[src/rtl/seq_divider_32.sv]
// Unsigned 32-bit restoring divider, one quotient bit per clock, with the trial
// subtraction done by a Kogge-Stone adder (in1 + ~divisor + 1).

module kogge_stone_32 (
    input  logic [31:0] in1,
    input  logic [31:0] in2,
    input  logic        cin,
    output logic [31:0] sum,
    output logic        cout
);
    logic [31:0] g0;
    logic [31:0] p0;
    logic [31:0] g_pre;
    logic [31:0] p_pre;
    logic [32:0] carry;

    genvar gi;
    generate
        for (gi = 0; gi < 32; gi = gi + 1) begin : gen_gp
            assign g0[gi] = in1[gi] & in2[gi];
            assign p0[gi] = in1[gi] ^ in2[gi];
        end
    endgenerate

    // Five prefix levels; afterwards g_pre[i]/p_pre[i] cover bits i..0.
    always_comb begin
        logic [31:0] g_cur;
        logic [31:0] p_cur;
        logic [31:0] low_mask;
        g_cur = g0;
        p_cur = p0;
        for (int lvl = 0; lvl < 5; lvl++) begin
            low_mask = ~(32'hFFFF_FFFF << (1 << lvl));
            g_cur    = g_cur | (p_cur & (g_cur << (1 << lvl)));
            p_cur    = p_cur & ((p_cur << (1 << lvl)) | low_mask);
        end
        g_pre = g_cur;
        p_pre = p_cur;
    end

    assign carry[0]    = cin;
    assign carry[32:1] = g_pre | (p_pre & {32{cin}});
    assign sum         = p0 ^ carry[31:0];
    assign cout        = carry[32];
endmodule

module seq_divider_32 #(
    parameter int WIDTH = 32
) (
    input  logic        clk,
    input  logic        rst_n,
    input  logic        start,
    input  logic [31:0] dividend,
    input  logic [31:0] divisor,
    output logic        ready,
    output logic        busy,
    output logic        done,
    output logic [31:0] quotient,
    output logic [31:0] remainder,
    output logic        div_by_zero
);
    localparam int CNT_W = $clog2(WIDTH);

    typedef enum logic [1:0] {
        IDLE = 2'd0,
        CALC = 2'd1,
        DONE = 2'd2
    } state_t;

    state_t             state_reg, state_next;
    logic [31:0]        q_reg, q_next;
    logic [31:0]        r_reg, r_next;
    logic [31:0]        d_reg, d_next;
    logic [CNT_W-1:0]   cnt_reg, cnt_next;
    logic [31:0]        quotient_reg, quotient_next;
    logic [31:0]        remainder_reg, remainder_next;
    logic               dbz_reg, dbz_next;

    logic [32:0]        shifted;
    logic [31:0]        diff;
    logic               diff_cout;
    logic               do_sub;
    logic [31:0]        r_step;
    logic [31:0]        q_step;

    assign shifted = {r_reg, q_reg[31]};

    kogge_stone_32 u_sub (
        .in1  (shifted[31:0]),
        .in2  (~d_reg),
        .cin  (1'b1),
        .sum  (diff),
        .cout (diff_cout)
    );

    // shifted[32] set means the partial remainder already exceeds any 32-bit divisor.
    assign do_sub = shifted[32] | diff_cout;
    assign r_step = do_sub ? diff : shifted[31:0];
    assign q_step = {q_reg[30:0], do_sub};

    always_comb begin
        state_next     = state_reg;
        q_next         = q_reg;
        r_next         = r_reg;
        d_next         = d_reg;
        cnt_next       = cnt_reg;
        quotient_next  = quotient_reg;
        remainder_next = remainder_reg;
        dbz_next       = dbz_reg;
        case (state_reg)
            IDLE: begin
                if (start) begin
                    if (divisor != 32'd0) begin
                        q_next     = dividend;
                        d_next     = divisor;
                        r_next     = 32'd0;
                        cnt_next   = CNT_W'(WIDTH - 1);
                        state_next = CALC;
                    end else begin
                        quotient_next  = 32'hFFFF_FFFF;
                        remainder_next = dividend;
                        dbz_next       = 1'b1;
                        state_next     = DONE;
                    end
                end
            end
            CALC: begin
                r_next = r_step;
                q_next = q_step;
                if (cnt_reg == '0) begin
                    quotient_next  = q_step;
                    remainder_next = r_step;
                    dbz_next       = 1'b0;
                    state_next     = DONE;
                end else begin
                    cnt_next = cnt_reg - 1'b1;
                end
            end
            DONE: begin
                state_next = IDLE;
            end
            default: begin
                state_next = IDLE;
            end
        endcase
    end

    always_ff @(posedge clk or negedge rst_n) begin
        if (!rst_n) begin
            state_reg     <= IDLE;
            q_reg         <= '0;
            r_reg         <= '0;
            d_reg         <= '0;
            cnt_reg       <= '0;
            quotient_reg  <= '0;
            remainder_reg <= '0;
            dbz_reg       <= 1'b0;
        end else begin
            state_reg     <= state_next;
            q_reg         <= q_next;
            r_reg         <= r_next;
            d_reg         <= d_next;
            cnt_reg       <= cnt_next;
            quotient_reg  <= quotient_next;
            remainder_reg <= remainder_next;
            dbz_reg       <= dbz_next;
        end
    end

    assign ready       = (state_reg == IDLE);
    assign busy        = (state_reg == CALC);
    assign done        = (state_reg == DONE);
    assign quotient    = quotient_reg;
    assign remainder   = remainder_reg;
    assign div_by_zero = dbz_reg;
endmodule

[config.mk]
export PLATFORM = sky130hd
export DESIGN_NAME = seq_divider_32
export DESIGN_NICKNAME = d
export VERILOG_FILES = /design/src/rtl/seq_divider_32.sv
export SDC_FILE = /design/constraint.sdc
export NUM_CORES = 1
export LEC_CHECK = 0
export ABC_AREA = 1
export CAP_MARGIN = 20
export CORE_UTILIZATION = 30
export DETAILED_ROUTE_END_ITERATION = 8
export DONT_BUFFER_PORTS = 1
export GPL_ROUTABILITY_DRIVEN = 0
export PLACE_DENSITY = 0.5
export SYNTH_ARGS = -nofsm -noshare
export SYNTH_HDL_FRONTEND = slang
export SYNTH_HIERARCHICAL = 1
export SYNTH_SLANG_ARGS = --single-unit
[constraint.sdc]
create_clock -name clk -period 2.9 [get_ports clk]
set_input_delay 0.58 -clock clk [delete_from_list [all_inputs] [get_ports clk]]
set_output_delay 0.58 -clock clk [all_outputs]
set_load 0.1 [all_outputs]
### After elaboration in Yosys (flattened, before gate mapping)

Index checks and enable logic that the tools add are counted.

* output and inout bits: 68
* word-level logic and storage cells: 135
* register bits: 168
* bits of input ports: 67

* bitwise logic cells: 83
* add/subtract/negate cells: 1
* multiplexer cells: 27
* reductions and logical operators: 9
* equal/unequal tests: 7

Operators with widths (number)
* 32-bit two-way mux: 11
* 32-bit bitwise AND: 10
* 32-bit case mux with 2 select lines: 4
* 32-bit bitwise OR: 6
* 1-bit bitwise AND: 32
* 32-bit NOT: 1
* 32-bit nonzero test: 1
* 1-bit XOR: 32
* 32-bit XOR: 1
* 5-bit two-way mux: 3
* 5-bit case mux with 2 select lines: 1
* 4-bit AND reduction: 2
* 2-bit two-way mux: 3
* 2-bit != test (second input constant): 3
* 3-bit AND reduction: 2
* 5-bit logical NOT: 1
* 5-bit by 1-bit subtractor with 5-bit output (second input constant): 1
* 2-bit by 1-bit != test with 1-bit output (second input constant): 2
* 2-bit case mux with 2 select lines: 1
* 1-bit two-way mux: 3
* 2-bit by 1-bit equality test with 1-bit output (second input constant): 1
* 2-bit equality test (second input constant): 1
* 2-bit logical NOT: 1
* 1-bit case mux with 2 select lines: 1
* other kinds (3): 3

### Logic depth before layout (Yosys ltp)

Gate-level depths: netlist of the first run.

* word-level depth: 17
* mapped depth: 21
* gate-level depth less buffers: 20

### Hierarchy

The synthesis of the first run kept the hierarchy.

By module, submodules not included
* seq_divider_32: sequential area each 4204.0 um^2, area an instance 7891.3 um^2, instances 1, cells an instance 1048
* kogge_stone_32: sequential area each 0.0 um^2, area an instance 2583.7 um^2, instances 1, cells an instance 528

### Worst setup path after synthesis of the first run

OpenSTA, ideal clock, no wires.

* kind: reg-to-reg
* start point: register r_reg[1]
* end point: register remainder_reg[23], in the netlist remainder[23]
* cell stages (with the launch flop): 21
* path buffers: 1
* setup slack: 569 ps
* setup time: 122 ps
* required time: 2778 ps
* arrival: 2209 ps
* clock period less this slack: 2331 ps
* path through: dfrtp_1 ha_1 nand2_2 inv_1 nand2_1 nand2_1 nand2_1 nand3b_1 nand2_1 nand2_1 nand3b_1 nand2_1 inv_1 nand2_1 nand2_1 buf_2 nor2_1 a21oi_1 nand2_1 nand3_1 nand2_1

* word-level cells in the longest chain between the ends: 15
* elaborated cells between the ends (all ways): 23
* classes of those cells: 3 x mux; 20 x bitwise

RTL lines
* from (decl): line 72 `logic [31:0] r_reg, r_next;`
* from (signal assigned): line 161 `r_reg <= r_next;`
* 1-bit bitwise AND / 1-bit XOR (equally long branches): line 20, 21
* 32-bit bitwise AND (on tied branches): line 34, 35
* 32-bit bitwise OR / 32-bit bitwise AND (equally long branches): line 34 `g_cur = g_cur | (p_cur & (g_cur << (1 << lvl)));`
* 32-bit bitwise OR: line 34
* 32-bit bitwise AND: line 34
* 32-bit bitwise OR: line 34
* 32-bit bitwise AND: line 34
* 32-bit bitwise OR: line 34
* 32-bit bitwise AND: line 34
* 32-bit bitwise OR: line 34
* 32-bit bitwise OR (*): line 42 `assign carry[32:1] = g_pre | (p_pre & {32{cin}});`
* named net diff_cout: line 81 `logic diff_cout;`
* 1-bit bitwise OR (*): line 97 `assign do_sub = shifted[32] | diff_cout;`
* 32-bit two-way mux (*): line 98 `assign r_step = do_sub ? diff : shifted[31:0];`
* 32-bit two-way mux (*): line 130 `if (cnt_reg == '0) begin`
* 32-bit case mux with 2 select lines (*): line 110 `case (state_reg)`
* to (signal assigned): line 165 `remainder_reg <= remainder_next;`
* to (decl): line 76 `logic [31:0] remainder_reg, remainder_next;`

Mark *: on every way through the listed nets, which the timed path passes. The rest lies on a longest branch. The select of a mux whose other input is x is not followed.
A chain may end at the register's enable or synchronous reset.

### Worst setup path after layout of the first run

* start point: register r_reg[2]
* end point: register remainder_reg[26], in the netlist remainder[26]

* word-level cells in the longest chain between the ends: 15
* elaborated cells between the ends (all ways): 23
* classes of those cells: 3 x mux; 20 x bitwise

RTL lines
* 1-bit XOR: line 21 `assign p0[gi] = in1[gi] ^ in2[gi];`
* 32-bit bitwise AND (on tied branches): line 34, 35
* 32-bit bitwise OR / 32-bit bitwise AND (equally long branches): line 34
* 32-bit bitwise OR: line 34
* 32-bit bitwise AND: line 34
* 32-bit bitwise OR: line 34
* 32-bit bitwise AND: line 34
* 32-bit bitwise OR: line 34
* 32-bit bitwise AND: line 34
* 32-bit bitwise OR: line 34
* 32-bit bitwise OR (*): line 42
* named net diff_cout: line 81
* 1-bit bitwise OR (*): line 97
* 32-bit two-way mux (*): line 98
* 32-bit two-way mux (*): line 130
* 32-bit case mux with 2 select lines (*): line 110

Marked as above.

==> report_table.html, run 1 <==
<table>
<tr><th>Metric</th><th>Value</th></tr>
<tr><th colspan="2">Placement</th></tr>
<tr><td>Post-placement worst setup slack</td><td>0.115 ns</td></tr>
<tr><td>Final HPWL DP</td><td>24200 microns</td></tr>
<tr><td>Quantity of I/O buffers inserted on ports</td><td>0</td></tr>
<tr><th colspan="2">Clock tree</th></tr>
<tr><td>Clock Pin Slew Worst Setup and Hold Paths</td><td>0.07 ns</td></tr>
<tr><td>Worst-case clock buffer depth</td><td>2</td></tr>
<tr><td>TritonCTS clock tree</td><td>done</td></tr>
<tr><td>Cell at the root of the clock tree</td><td>sky130_fd_sc_hd__clkbuf_16</td></tr>
<tr><td>Clock sink total</td><td>168</td></tr>
<tr><td>Source-to-sink clock delay at the later pin of the worst-skew pair</td><td>0.43 ns</td></tr>
<tr><td>H-tree level count</td><td>4</td></tr>
<tr><td>TritonCTS buffer count</td><td>17</td></tr>
<tr><th colspan="2">Route</th></tr>
<tr><td>1st-pass router iterations</td><td>5</td></tr>
<tr><td>DRC violation total after the first TritonRoute iteration</td><td>593</td></tr>
<tr><td>Wirelength, routed</td><td>32400 microns</td></tr>
<tr><td>Via count normalized by instance count</td><td>4.65</td></tr>
<tr><td>Detail-routed net length per standard cell</td><td>15.8 microns</td></tr>
<tr><td>Post-route ant nets</td><td>0</td></tr>
<tr><td>Detailed-route via count</td><td>9530</td></tr>
<tr><td>Residual DRC</td><td>0</td></tr>
<tr><th colspan="2">STA</th></tr>
<tr><td>Post-route minimum period</td><td>2.69 ns</td></tr>
<tr><td>Max-slew violation total from the final report</td><td>0</td></tr>
<tr><td>Final Worst Setup Slack</td><td>0.206 ns</td></tr>
<tr><td>Number of failing hold endpoints at the final stage</td><td>168</td></tr>
<tr><td>Worst hold slack across all endpoints</td><td>-0.161 ns</td></tr>
<tr><td>Setup repair after global routing missed its margin</td><td>true</td></tr>
<tr><td>Max transition margin</td><td>32.4%</td></tr>
<tr><td>Maximum achievable frequency</td><td>371 MHz</td></tr>
<tr><td>Tcrit/Tclk final</td><td>92.9%</td></tr>
<tr><td>Final setup violation count</td><td>0</td></tr>
<tr><td>Worst setup skew after layout</td><td>0.0135 ns</td></tr>
<tr><td>Post-route setup TNS</td><td>0 ns</td></tr>
<tr><td>Slew @ Worst Pin</td><td>1.01 ns</td></tr>
<tr><th colspan="2">Setup path</th></tr>
<tr><td>Largest fanout of any net on the critical path</td><td>10</td></tr>
<tr><td>End of the worst register-to-register path</td><td>remainder[26]</td></tr>
<tr><td>Ordered list of cells on the worst path</td><td>ha_1 -&gt; nand2_2 -&gt; inv_1 -&gt; nand2_1 -&gt; nand2_1 -&gt; nand2_1 -&gt; nand3b_1 -&gt; nand2_2 -&gt; nand2_1 -&gt; nand3b_1 -&gt; nand2_1 -&gt; inv_1 -&gt; nand2_1 -&gt; nand2_4 -&gt; buf_4 -&gt; nor2_1 -&gt; a21oi_1 -&gt; nand2_1 -&gt; nand3_1 -&gt; nand2_1</td></tr>
<tr><td>Most used cell along the critical path</td><td>sky130_fd_sc_hd__nand2_1</td></tr>
<tr><td>Startpoint-to-endpoint class of the critical path</td><td>reg -&gt; reg</td></tr>
<tr><td>Reg2Reg Depth</td><td>20</td></tr>
<tr><td>RR Startpoint</td><td>r_reg[2]</td></tr>
<tr><td>Setup crit end kind</td><td>flip-flop</td></tr>
<tr><td>Cell type of the slowest stage on the worst timing path</td><td>sky130_fd_sc_hd__dfrtp_1</td></tr>
<tr><td>Crit path buf inv count</td><td>3</td></tr>
<tr><td>Data arrival time at the worst-slack endpoint</td><td>3.01 ns</td></tr>
<tr><td>Worst path required time</td><td>3.22 ns</td></tr>
<tr><td>Count of cell instances traversed by the critical path</td><td>20</td></tr>
<tr><td>Kind of start point of the critical path</td><td>flip-flop</td></tr>
<tr><td>Register-to-Register Setup Slack</td><td>0.21 ns</td></tr>
<tr><td>Biggest cell delay along the critical path</td><td>0.41 ns</td></tr>
<tr><td>Timing startpoint of the critical path</td><td>r_reg[2]</td></tr>
<tr><td>Setup crit end</td><td>remainder[26]</td></tr>
<tr><td>Critical path's top delay family</td><td>simple AND/OR/NAND/NOR gates</td></tr>
<tr><th colspan="2">Yosys</th></tr>
<tr><td>Synth area leader</td><td>sky130_fd_sc_hd__dfrtp_1</td></tr>
<tr><td>Mapped Avg Cell Area</td><td>6.65 sq um</td></tr>
<tr><td>Sequential element share of the synthesized area</td><td>40.1%</td></tr>
<tr><td>Gate count of the mapped netlist</td><td>1576</td></tr>
<tr><td>Warnings from Yosys</td><td>6</td></tr>
<tr><td>Top cell type's share of synthesized area</td><td>40.1%</td></tr>
<tr><td>Top cells by area in the synthesized netlist</td><td>sky130_fd_sc_hd__dfrtp_1, sky130_fd_sc_hd__nand2_1, sky130_fd_sc_hd__inv_1, sky130_fd_sc_hd__nand3_1, sky130_fd_sc_hd__ha_1</td></tr>
<tr><td>Number of flops mapped to enable cells by yosys</td><td>0</td></tr>
<tr><td>Most used flip-flop cell after synthesis</td><td>sky130_fd_sc_hd__dfrtp_1</td></tr>
<tr><td>Fraction of synthesis flops using an asynchronous set or reset pin</td><td>100%</td></tr>
<tr><td>Library cells used by synthesis</td><td>35</td></tr>
<tr><td>Combined area of all synthesized cells</td><td>10500 sq um</td></tr>
<tr><td>Count of state elements after synthesis</td><td>168</td></tr>
<tr><th colspan="2">Layout</th></tr>
<tr><td>Number of antenna diodes</td><td>0</td></tr>
<tr><td>Area growth from synthesis to layout</td><td>13.8%</td></tr>
<tr><td>Net total in the final layout</td><td>1685</td></tr>
<tr><td>Number of fill cells</td><td>3807</td></tr>
<tr><td>Most common library cell in the layout ignoring fill and taps</td><td>sky130_fd_sc_hd__nand2_1</td></tr>
<tr><td>Share of post-route cells with drive strength above 1</td><td>8.58%</td></tr>
<tr><td>Highest-count cells in the layout ignoring fill and taps</td><td>sky130_fd_sc_hd__nand2_1, sky130_fd_sc_hd__inv_1, sky130_fd_sc_hd__dfrtp_1</td></tr>
<tr><th colspan="2">Floorplanning</th></tr>
<tr><td>Die X</td><td>189 microns</td></tr>
<tr><td>Number of placement rows</td><td>68</td></tr>
<tr><td>Die Area</td><td>35700 sq um</td></tr>
<tr><td>Standard cell core area</td><td>34500 sq um</td></tr>
<tr><td>Initial cell density of the core</td><td>30.4%</td></tr>
<tr><td>Y dimension of the die</td><td>189 microns</td></tr>
<tr><td>Count of pins on the block boundary</td><td>135</td></tr>
<tr><th colspan="2">Run status</th></tr>
<tr><td>Result of the run</td><td>complete, but fails checks</td></tr>
<tr><td>Violations in the final reports</td><td>hold timing</td></tr>
<tr><th colspan="2">GRT</th></tr>
<tr><td>Vias in the first global route</td><td>9397</td></tr>
<tr><td>Total congestion overflow</td><td>0</td></tr>
<tr><td>Antenna violations before repair</td><td>0</td></tr>
<tr><td>Global-route usage over all layers</td><td>18.5%</td></tr>
<tr><td>Wire length of the first global-routing pass</td><td>51700 microns</td></tr>
<tr><td>Maximum number of pins on one net before global-route repair</td><td>169</td></tr>
<tr><th colspan="2">Job</th></tr>
<tr><td>Maximum Capacitance Violations</td><td>0</td></tr>
<tr><th colspan="2">Worst hold path</th></tr>
<tr><td>Min-Delay Path Class</td><td>in -&gt; async</td></tr>
</table>
area by class of cell:
class                           count  area [sq um]  area share (%)
Multi-Input combinational cell   1111          5240            44.0
Sequential cell                   168          4200            35.3
Inverter                          247           927            7.78
Tap cell                          455           569            4.77
Clock buffer                       21           450            3.78
Timing Repair Buffer               39           410            3.44
Clock inverter                     10           121            1.02
through the flow:
stage	cells	util, %	area, sq um
final	2051	34.6	11900
after global routing	2051	34.6	11900
after CTS	2048	34.1	11700
after detailed placement	2017	32.4	11200
after global placement	2017	32.4	11200
after floorplan	1582	-	10500
cells in the mapped netlist, types with 7 or more instances:
cell type / count
sky130_fd_sc_hd__nand2_1: 633
sky130_fd_sc_hd__nor2_1: 100
sky130_fd_sc_hd__inv_1: 239
sky130_fd_sc_hd__buf_2: 24
sky130_fd_sc_hd__xor2_1: 15
sky130_fd_sc_hd__nor2_2: 7
sky130_fd_sc_hd__clkbuf_1: 19
sky130_fd_sc_hd__ha_1: 33
sky130_fd_sc_hd__nand2_2: 16
sky130_fd_sc_hd__dfrtp_1: 168
sky130_fd_sc_hd__a21oi_1: 54
sky130_fd_sc_hd__o21ai_0: 69
sky130_fd_sc_hd__inv_2: 7
sky130_fd_sc_hd__buf_4: 9
sky130_fd_sc_hd__nand3_1: 141
timing repair:
item                                    4_1_cts  5_1_grt
resized for setup                             0       28
endpoints found under the hold margin       168      168
endpoints found under the setup margin        0       35
buffers inserted                              0        2
cell families after synthesis:
kind of cell | share of synthesized area [%]
xor+xnor | 1.34
compound gates | 6.86
simple gates | 35.8
other cells | 0.0358
buf+inv | 11.8
fa+ha+maj | 4.13
flops | 40.1
worst reg2reg max path, cell delays in order (launching register included):
cell and delay [ns]:
sky130_fd_sc_hd__dfrtp_1 0.41, sky130_fd_sc_hd__ha_1 0.38, sky130_fd_sc_hd__nand2_2 0.11, sky130_fd_sc_hd__inv_1 0.06
sky130_fd_sc_hd__nand2_1 0.08, sky130_fd_sc_hd__nand2_1 0.06, sky130_fd_sc_hd__nand2_1 0.06, sky130_fd_sc_hd__nand3b_1 0.14
sky130_fd_sc_hd__nand2_2 0.11, sky130_fd_sc_hd__nand2_1 0.08, sky130_fd_sc_hd__nand3b_1 0.09, sky130_fd_sc_hd__nand2_1 0.06
sky130_fd_sc_hd__inv_1 0.05, sky130_fd_sc_hd__nand2_1 0.10, sky130_fd_sc_hd__nand2_4 0.14, sky130_fd_sc_hd__buf_4 0.19
sky130_fd_sc_hd__nor2_1 0.05, sky130_fd_sc_hd__a21oi_1 0.21, sky130_fd_sc_hd__nand2_1 0.08, sky130_fd_sc_hd__nand3_1 0.08
sky130_fd_sc_hd__nand2_1 0.05
per-layer routing:
| layer | global-route usage (%) | wire length [microns] | up-vias |
|---|---|---|---|
| met1 | 24.7 | 14900 | 4442 |
| met4 | 5.77 | 747 | 0 |
| li1 | - | - | 4817 |
| met2 | 29.9 | 14900 | 224 |
| met5 | 0 | 0 | - |
| met3 | 4.06 | 1780 | 47 |
how the worst min path moves through the flow:
stage          startpoint           end  slack, ns  cells past startpoint
2_1_floorplan       rst_n    cnt_reg[0]       0.28                      0
3_3_place_gp        rst_n  quotient[27]       0.29                      0
3_5_place_dp        rst_n  quotient[28]       0.29                      0
4_1_cts             rst_n  quotient[28]      -0.18                      0
5_1_grt             rst_n  quotient[27]      -0.18                      0
6_report            rst_n  quotient[27]      -0.16                      0
Power of run 1 is left out: the tool's default activity adds up to more than one toggle a clock period on the data nets, which glitch-free logic cannot reach.
==> run 2, diff against run 1 <==
- PLACE_DENSITY: 0.5 -> not set
- PLACE_DENSITY_LB_ADDON: not set -> 0.1
==> run 2 against run 1 <==
  * The flow still finishes with violations (hold timing)
  * First-iteration DRC count down 25%
  * Sequential share of layout area down 0.99 points
  * Critical endpoint is now remainder[8]
  * Setup slack worse by 0.066 ns
  * Critical path depth unchanged
  * Highest routed layer unchanged
  * Utilization up 1.0 points
  * Clock skew up 0.0025 ns
  * Via count up 0.78%
  * Register-to-register slack worse by 0.07 ns
  * Critical path type unchanged
==> report_table.html, run 2 (synthesized netlist as in run 1, its figures left out) <==
<table>
<tr><th>Metric</th><th>Value</th></tr>
<tr><th colspan="2">Run status</th></tr>
<tr><td>Result of the run</td><td>complete, but fails checks</td></tr>
<tr><td>Violations in the final reports</td><td>hold timing</td></tr>
<tr><th colspan="2">STA</th></tr>
<tr><td>Tcrit/Tclk final</td><td>95.2%</td></tr>
<tr><td>Slew @ Worst Pin</td><td>0.968 ns</td></tr>
<tr><td>Number of failing hold endpoints at the final stage</td><td>168</td></tr>
<tr><td>Max-slew violation total from the final report</td><td>0</td></tr>
<tr><td>Max transition margin</td><td>35.5%</td></tr>
<tr><td>Maximum achievable frequency</td><td>362 MHz</td></tr>
<tr><td>Worst hold slack across all endpoints</td><td>-0.185 ns</td></tr>
<tr><td>Post-route minimum period</td><td>2.76 ns</td></tr>
<tr><td>Final Worst Setup Slack</td><td>0.140 ns</td></tr>
<tr><td>Final setup violation count</td><td>0</td></tr>
<tr><td>Worst setup skew after layout</td><td>0.0160 ns</td></tr>
<tr><th colspan="2">Layout</th></tr>
<tr><td>Area growth from synthesis to layout</td><td>17.2%</td></tr>
<tr><td>Most common library cell in the layout ignoring fill and taps</td><td>sky130_fd_sc_hd__nand2_1</td></tr>
<tr><td>Share of post-route cells with drive strength above 1</td><td>10.9%</td></tr>
<tr><td>Final design area excluding fillers</td><td>12300 sq um</td></tr>
<tr><td>Highest-count cells in the layout ignoring fill and taps</td><td>sky130_fd_sc_hd__nand2_1, sky130_fd_sc_hd__inv_1, sky130_fd_sc_hd__dfrtp_1</td></tr>
<tr><td>Net total in the final layout</td><td>1732</td></tr>
<tr><td>Number of antenna diodes</td><td>0</td></tr>
<tr><th colspan="2">GRT</th></tr>
<tr><td>Most heavily used metal layer in global routing</td><td>met2</td></tr>
<tr><td>Total congestion overflow</td><td>0</td></tr>
<tr><td>Antenna violations before repair</td><td>0</td></tr>
<tr><td>Met2 usage in global routing</td><td>31.4%</td></tr>
<tr><td>Maximum number of pins on one net before global-route repair</td><td>169</td></tr>
<tr><td>Wire length of the first global-routing pass</td><td>52900 microns</td></tr>
<tr><td>Global-route usage over all layers</td><td>19.2%</td></tr>
<tr><td>Routing usage on met3</td><td>3.80%</td></tr>
<tr><td>Vias in the first global route</td><td>9379</td></tr>
<tr><td>Global routing usage on met1</td><td>25.8%</td></tr>
<tr><th colspan="2">Setup path</th></tr>
<tr><td>Startpoint-to-endpoint class of the critical path</td><td>reg -&gt; reg</td></tr>
<tr><td>End of the worst register-to-register path</td><td>remainder[8]</td></tr>
<tr><td>Setup crit end</td><td>remainder[8]</td></tr>
<tr><td>Kind of start point of the critical path</td><td>flip-flop</td></tr>
<tr><td>Largest fanout of any net on the critical path</td><td>24</td></tr>
<tr><td>Reg2Reg Depth</td><td>20</td></tr>
<tr><td>RR Startpoint</td><td>r_reg[0]</td></tr>
<tr><td>Data arrival time at the worst-slack endpoint</td><td>3.09 ns</td></tr>
<tr><td>Timing startpoint of the critical path</td><td>r_reg[0]</td></tr>
<tr><td>Setup crit end kind</td><td>flip-flop</td></tr>
<tr><td>Worst path required time</td><td>3.23 ns</td></tr>
<tr><td>Register-to-Register Setup Slack</td><td>0.14 ns</td></tr>
<tr><th colspan="2">Route</th></tr>
<tr><td>Residual DRC</td><td>0</td></tr>
<tr><td>Detailed-route via count</td><td>9604</td></tr>
<tr><td>Via count normalized by instance count</td><td>4.58</td></tr>
<tr><td>1st-pass router iterations</td><td>5</td></tr>
<tr><td>DRC violation total after the first TritonRoute iteration</td><td>444</td></tr>
<tr><td>Post-route ant nets</td><td>0</td></tr>
<tr><td>Detail-routed net length per standard cell</td><td>16.0 microns</td></tr>
<tr><td>Wirelength, routed</td><td>33500 microns</td></tr>
<tr><th colspan="2">Job</th></tr>
<tr><td>Maximum Capacitance Violations</td><td>0</td></tr>
<tr><th colspan="2">Clock tree</th></tr>
<tr><td>Cell at the root of the clock tree</td><td>sky130_fd_sc_hd__clkbuf_16</td></tr>
<tr><td>Worst-case clock buffer depth</td><td>2</td></tr>
<tr><td>H-tree level count</td><td>4</td></tr>
<tr><td>TritonCTS buffer count</td><td>17</td></tr>
<tr><td>Clock Pin Slew Worst Setup and Hold Paths</td><td>0.08 ns</td></tr>
<tr><td>Source-to-sink clock delay at the later pin of the worst-skew pair</td><td>0.45 ns</td></tr>
<tr><td>TritonCTS clock tree</td><td>done</td></tr>
<tr><td>Clock sink total</td><td>168</td></tr>
<tr><th colspan="2">Floorplanning</th></tr>
<tr><td>Die X</td><td>189 microns</td></tr>
<tr><td>Number of placement rows</td><td>68</td></tr>
<tr><td>Count of pins on the block boundary</td><td>135</td></tr>
<tr><td>Y dimension of the die</td><td>189 microns</td></tr>
<tr><td>Die Area</td><td>35700 sq um</td></tr>
<tr><td>Standard cell core area</td><td>34500 sq um</td></tr>
<tr><td>Initial cell density of the core</td><td>30.4%</td></tr>
<tr><th colspan="2">Placement</th></tr>
<tr><td>Placed cell area</td><td>11500 sq um</td></tr>
<tr><td>Final HPWL DP</td><td>25100 microns</td></tr>
<tr><td>Post-placement worst setup slack</td><td>0.0216 ns</td></tr>
<tr><td>Quantity of I/O buffers inserted on ports</td><td>0</td></tr>
<tr><th colspan="2">Worst hold path</th></tr>
<tr><td>Min-Delay Path Class</td><td>in -&gt; async</td></tr>
</table>
==> run 2: critical path, cell delays in order (launching register included) <==
cell and delay [ns]:
sky130_fd_sc_hd__dfrtp_1 0.43, sky130_fd_sc_hd__ha_4 0.32, sky130_fd_sc_hd__nand2_2 0.08, sky130_fd_sc_hd__nand2_1 0.08, sky130_fd_sc_hd__nand2_1 0.07, sky130_fd_sc_hd__nand2_1 0.06
sky130_fd_sc_hd__nand2_1 0.05, sky130_fd_sc_hd__nand3b_1 0.14, sky130_fd_sc_hd__nand2_1 0.10, sky130_fd_sc_hd__nand2_1 0.14, sky130_fd_sc_hd__nand3b_1 0.09, sky130_fd_sc_hd__nand2_1 0.07
sky130_fd_sc_hd__inv_1 0.04, sky130_fd_sc_hd__nand2_1 0.13, sky130_fd_sc_hd__nor2_2 0.07, sky130_fd_sc_hd__buf_12 0.17, sky130_fd_sc_hd__buf_4 0.16, sky130_fd_sc_hd__a21oi_1 0.20
sky130_fd_sc_hd__nand2_1 0.08, sky130_fd_sc_hd__nand3_1 0.08, sky130_fd_sc_hd__nand2_1 0.06
==> run 2: through the flow <==
stage	util [%]	cells	setup TNS, ns	hold slack (ns)
2_1_floorplan	-	1582	0	0.284
3_3_place_gp	33.3	2065	0	0.293
3_5_place_dp	33.3	2065	0	0.292
4_1_cts	35.1	2097	0	-0.205
5_1_grt	35.6	2099	-0.0371	-0.202
6_report	35.6	2099	0	-0.185
==> run 2: cell type report <==
cell class | count | area (sq um)
sequential | 168 | 4210
multi-input combinational | 1111 | 5230
timing repair buffer | 86 | 726
tap | 455 | 569
clock inverter | 13 | 165
fill | 3807 | 22200
inverter | 247 | 927
clock buffer | 19 | 453
==> run 2: worst min-delay path by stage <==
stage               startpoint  cells after the start  slack [ns]         end
CTS                      rst_n                      0       -0.20    d_reg[2]
detailed placement       rst_n                      0        0.29    d_reg[9]
global route             rst_n                      0       -0.20    d_reg[2]
floorplan                rst_n                      0        0.28  cnt_reg[0]
global placement         rst_n                      0        0.29    d_reg[9]
finish                   rst_n                      0       -0.19    d_reg[2]
==> run 2: metal layers <==
metal | routed length, microns | share of wire, % | up-vias
li1 | - | - | 4929
met1 | 15800 | 47 | 4476
met2 | 15800 | 47 | 171
met3 | 1430 | 4.3 | 28
met4 | 499 | 1.5 | 0
met5 | 0 | 0 | -
==> run 2: repair_timing <==
item | 4_1_cts | 5_1_grt
buffers inserted | 0 | 1
resized for setup | 0 | 21
setup endpoints to repair | 0 | 48
hold endpoints to repair | 168 | 168
Power of run 2 is left out for the same reason.
